[src/rtl/op_unit.sv]
// Datapath for the microprogrammed shift-add sequence: registers A, B, C, R plus ovf/done/err flags.
// Define OP_UNIT_CONFLICT_EN to build the sticky same-register strobe conflict detector on err.
module op_unit #(
  parameter int WIDTH = 8
) (
  input  logic             clk,
  input  logic             res,
  input  logic             t1,
  input  logic             t2,
  input  logic             t4,
  input  logic             t5,
  input  logic             t6,
  input  logic             t7,
  input  logic             t8,
  input  logic             t9,
  input  logic [WIDTH-1:0] din_a,
  input  logic [WIDTH-1:0] din_b,
  output logic             x,
  output logic             y,
  output logic [WIDTH-1:0] r,
  output logic             done,
  output logic             ovf,
  output logic             err
);

  localparam int                CNT_W  = $clog2(WIDTH + 1);
  localparam logic [CNT_W-1:0] C_INIT = CNT_W'(WIDTH);

  logic [WIDTH-1:0] a_q, a_d;
  logic [WIDTH-1:0] b_q, b_d;
  logic [WIDTH-1:0] r_q, r_d;
  logic [CNT_W-1:0] c_q, c_d;
  logic             ovf_q, ovf_d;
  logic             done_q;
  logic [WIDTH:0]   sum;

  // NOTE: every signal assigned here gets its hold value first, so no latch can be inferred.
  always_comb begin
    sum   = {1'b0, a_q} + {1'b0, b_q};
    a_d   = a_q;
    b_d   = b_q;
    c_d   = c_q;
    r_d   = r_q;
    ovf_d = ovf_q;

    if (t9)      a_d = '0;
    else if (t4) a_d = din_a;
    else if (t1) a_d = sum[WIDTH-1:0];

    if (t9)                ovf_d = 1'b0;
    else if (t1 && sum[WIDTH]) ovf_d = 1'b1;

    if (t5)      b_d = din_b;
    else if (t2) b_d = b_q >> 1;

    // C saturates at zero so the controller can keep issuing t6 without wrap.
    if (t7)                  c_d = C_INIT;
    else if (t6 && c_q != '0) c_d = c_q - CNT_W'(1);

    if (t8) r_d = a_q;
  end

  // NOTE: non-blocking assignments make every register update from its pre-edge value.
  always_ff @(posedge clk or posedge res) begin
    if (res) begin
      a_q    <= '0;
      b_q    <= '0;
      c_q    <= '0;
      r_q    <= '0;
      ovf_q  <= 1'b0;
      done_q <= 1'b0;
    end else begin
      a_q    <= a_d;
      b_q    <= b_d;
      c_q    <= c_d;
      r_q    <= r_d;
      ovf_q  <= ovf_d;
      done_q <= t8;
    end
  end

`ifdef OP_UNIT_CONFLICT_EN
  logic err_q;
  logic conflict;

  assign conflict = (t1 & t4) | (t1 & t9) | (t4 & t9) | (t2 & t5) | (t6 & t7);

  always_ff @(posedge clk or posedge res) begin
    if (res) err_q <= 1'b0;
    else     err_q <= err_q | conflict;
  end

  assign err = err_q;
`else
  assign err = 1'b0;
`endif

  // Flags decode from registers only, keeping the controller loop free of combinational paths.
  assign x    = b_q[0];
  assign y    = (c_q == '0);
  assign r    = r_q;
  assign done = done_q;
  assign ovf  = ovf_q;

endmodule

[config.mk]
export PLATFORM = sky130hd
export DESIGN_NAME = op_unit
export DESIGN_NICKNAME = d
export VERILOG_FILES = /design/src/rtl/op_unit.sv
export SDC_FILE = /design/constraint.sdc
export NUM_CORES = 1
export LEC_CHECK = 0
export CORE_AREA = 5 5 65 67
export DETAILED_ROUTE_END_ITERATION = 16
export DIE_AREA = 0 0 70 72
export GPL_TIMING_DRIVEN = 0
export MAX_ROUTING_LAYER = met4
export PLACE_DENSITY = 0.81
export SYNTH_ARGS = -nofsm -noshare
export SYNTH_HDL_FRONTEND = slang
export SYNTH_SLANG_ARGS = --single-unit
export TNS_END_PERCENT = 20
[constraint.sdc]
create_clock -name clk -period 2.6 [get_ports clk]
set_input_delay 0.78 -clock clk [delete_from_list [all_inputs] [get_ports clk]]
set_output_delay 0.78 -clock clk [all_outputs]
set_load 0.01 [all_outputs]
==> flow_metrics.tcl <==
set metrics [dict create \
    run_status "complete, no violations" \
    relSlewSlack_pct 25.5 \
    postPlaceCellArea_um2 2100 \
    die_height_um 72 \
    endpoint_kind "register" \
    grt_antenna_before_repair 0 \
    nets 245 \
    critPathSlowestCell "dfrtp_1" \
    number_of_i_o_port_buffers 34 \
    floorplan.initialDensity_pct 47.6 \
    drt_first_pass_iters 4 \
    wire_per_inst_um 13.8 \
    cts_tree "built" \
    synth_flop_cell "dfrtp_1" \
    grtUsageTotal_pct 15.7 \
    clk_transition_reported_paths_ns 0.10 \
    worst-r2r-cell-count 8 \
    sequential_to_total_area_share_from_yosys_stat_pct 44.1 \
    fillers 321 \
    critical_path.startpoint_type "register" \
    drt.antenna.violating_nets 0 \
    num_io_pins 39 \
    setup_repair_after_global_routing_missed_its_margin "false" \
    synth_cells 167 \
    route.detailed.drc 0 \
    gp_congestion 0.835 \
    worstSkewPairLatency_ns 0.34 \
    die_width_um 70 \
    rrSetupSlack_ns 0.38 \
    fin_hold_ws_ns 0.510 \
    via_count 1341 \
    layout.area.seq_um2 751 \
    report.final.slew_viol_count 0 \
    p_leak_nw 0.998 \
    dp_slack_ns 0.366 \
    sinks_on_the_clock_net 30 \
    finalSetupTns_ns 0 \
    worstMarginPinSlew_ns 1.12 \
    core_region_area_um2 3580 \
    layout-area-overhead-vs-synth_pct 27.2 \
    most_common_cell_after_layout_fill_and_taps_aside "clkdlybuf4s50_1" \
    critical_path.reg2reg.endpoint "a_q[6]" \
    hp-class "reg2reg" \
    maximum_number_of_pins_on_one_net_before_global_route_repair 31 \
    cts_root_buffer "clkbuf_4" \
    final_critical_path_setup_slack_ns 0.381 \
    hold_viol_final 0 \
    worst-path-max-fanout 3 \
    critical-path-top-delay-family "compound AO/OA/AOI/OAI gates" \
    row_count 22 \
    ys_warn_count 0 \
    cell_chain_critical_path "ha_1 -> inv_1 -> fa_1 -> nor2b_4 -> o2111a_2 -> a2111oi_4 -> xor2_1 -> a2111oi_2" \
    die_ar_um2 5040 \
    ys_ff_latch 30 \
    cts-hold-fix-buffers 0 \
    antenna_cells 0 \
    r2r_start "b_q[0]" \
    post-route-min-period_ns 2.22 \
    cp.buffers_inverters 1 \
    max_cap_viol_count 0 \
    worst_clock_skew_ns 0.0108 \
    crit_arrival_ns 2.45 \
    avgSynthCellArea_um2 10.2 \
    setup_viol 0 \
    timing.hold.worst_path_depth 1 \
    detailed_place_hpwl_um 2710 \
    p_per_area_nw_per_um2 551 \
    layout_worst_path_cycle_share_pct 85.4 \
    critical-path-max-stage-delay_ns 0.42 \
    ys_types 33 \
    min_to "r[7]" \
    route.detailed.vias_per_inst 5.22 \
    clock.fmax_ghz 0.451 \
    final_cell_mix "33 x clkdlybuf4s50_1, 30 x dfrtp_1, 20 x nor2_1" \
    grt.overflow.total 0 \
    min-delay-start "r[7]" \
    totalWireLength_um 3550 \
    peak_supply_drop_uv 293 \
    grt_first_pass_wirelength_um 6020 \
    timing.critical_path.required_ns 2.83 \
    cts_made_buffers 5 \
    postLayoutCoreUtil_pct 60.5 \
    synth_enable_flop_cells 0 \
    async_reset_ff_share_pct 100 \
    fin_area_um2 2170 \
    critPathKind "reg2reg" \
    initialDrtViolationCount 65 \
    cts_htree_levels 2 \
    post_synthesis_cell_area_um2 1700 \
    layout-drive-gt1-share_pct 11.0 \
    multi_input_logic_area_um2 857 \
    mappedNetlistNets 204 \
    grt_pass1_vias 1265 \
    clk_path_buf_depth 2 \
]
==> cell families after synthesis <==
kind of cell	Yosys count	share of synthesized area, %
fa+ha+maj	11	8.52
flops	30	44.1
other cells	1	0.220
compound gates	36	14.7
buf+inv	20	5.58
mux	18	11.2
xor+xnor	6	3.09
simple gates	45	12.6
==> per-stage QoR <==
step                total power [W]  std cells
detailed placement         0.000919        249
global route                0.00128        257
floorplan                  0.000789        167
global placement           0.000906        249
finish                      0.00119        257
CTS                         0.00122        257
==> Yosys cell counts, types with 3 or more instances <==
master / number / area, µm²
nand2_1: 9 / 33.8
o21ai_0: 14 / 70.1
ha_1: 10 / 125
a211oi_1: 5 / 37.5
nor3_1: 4 / 20.0
nand2b_1: 4 / 25.0
dfrtp_1: 30 / 751
mux2i_1: 10 / 100
mux2_2: 8 / 90.1
nor2_1: 20 / 75.1
inv_1: 12 / 45.0
a21oi_1: 8 / 40.0
a221oi_1: 3 / 26.3
xnor2_1: 4 / 35.0
clkbuf_1: 4 / 15.0
==> per-layer routing <==
metal | part of all wire [%] | routed length [µm] | up-vias | GRT usage [%]
met2 | 48 | 1710 | 51 | 25.3
met4 | 0.96 | 34 | 0 | 4.47
li1 | - | - | 669 | -
met3 | 5.6 | 200 | 4 | 5.54
met5 | 0 | 0 | - | -
met1 | 45 | 1610 | 617 | 18.9
==> final cells by class <==
| type | instances | share of cell area, % |
|---|---|---|
| multi-input cells | 117 | 39.6 |
| plain buffers | 8 | 2.31 |
| clock buffers | 7 | 2.54 |
| repair buffers | 34 | 15.8 |
| well taps | 48 | 2.77 |
| inverters | 12 | 2.08 |
| flip-flops and latches | 30 | 34.7 |
| clock inverters | 1 | 0.231 |
==> registers in the layout, indices dropped and copies added, names as in the netlist <==
register	count
c_q	4
b_q	8
done	1
a_q	8
r	8
ovf	1
==> worst register-to-register path, cell delays in order (launching register included) <==
cell and delay, ns:
dfrtp_1 0.42, ha_1 0.24, inv_1 0.07, fa_1 0.25, nor2b_4 0.06, o2111a_2 0.26
a2111oi_4 0.33, xor2_1 0.13, a2111oi_2 0.35
==> how the worst max path moves through the flow <==
stage | startpoint | to | cells after the start | slack [ns]
finish | b_q[0] | a_q[6] | 8 | 0.38
global placement | t8 | r[5] | 3 | 0.41
CTS | c_q[0] | y | 4 | 0.01
global route | b_q[0] | a_q[6] | 8 | 0.20
floorplan | b_q[0] | a_q[6] | 8 | 0.51
detailed placement | t8 | r[5] | 3 | 0.37
==> timing repair <==
action                                  in CTS  in global routing
setup buffers                                0                  0
resized for setup                            0                  1
endpoints found under the setup margin       0                  1
hold endpoints to repair                     0                  0
==> power breakdown <==
part,internal (W),leakage (nW),switching (W),total [W]
clock,0.000131,0.0353,0.000158,0.000289
combinational,0.000184,0.582,0.000161,0.000345
sequential,0.000519,0.381,0.0000409,0.000560
Note: power is estimated with default switching activity, not from simulation.
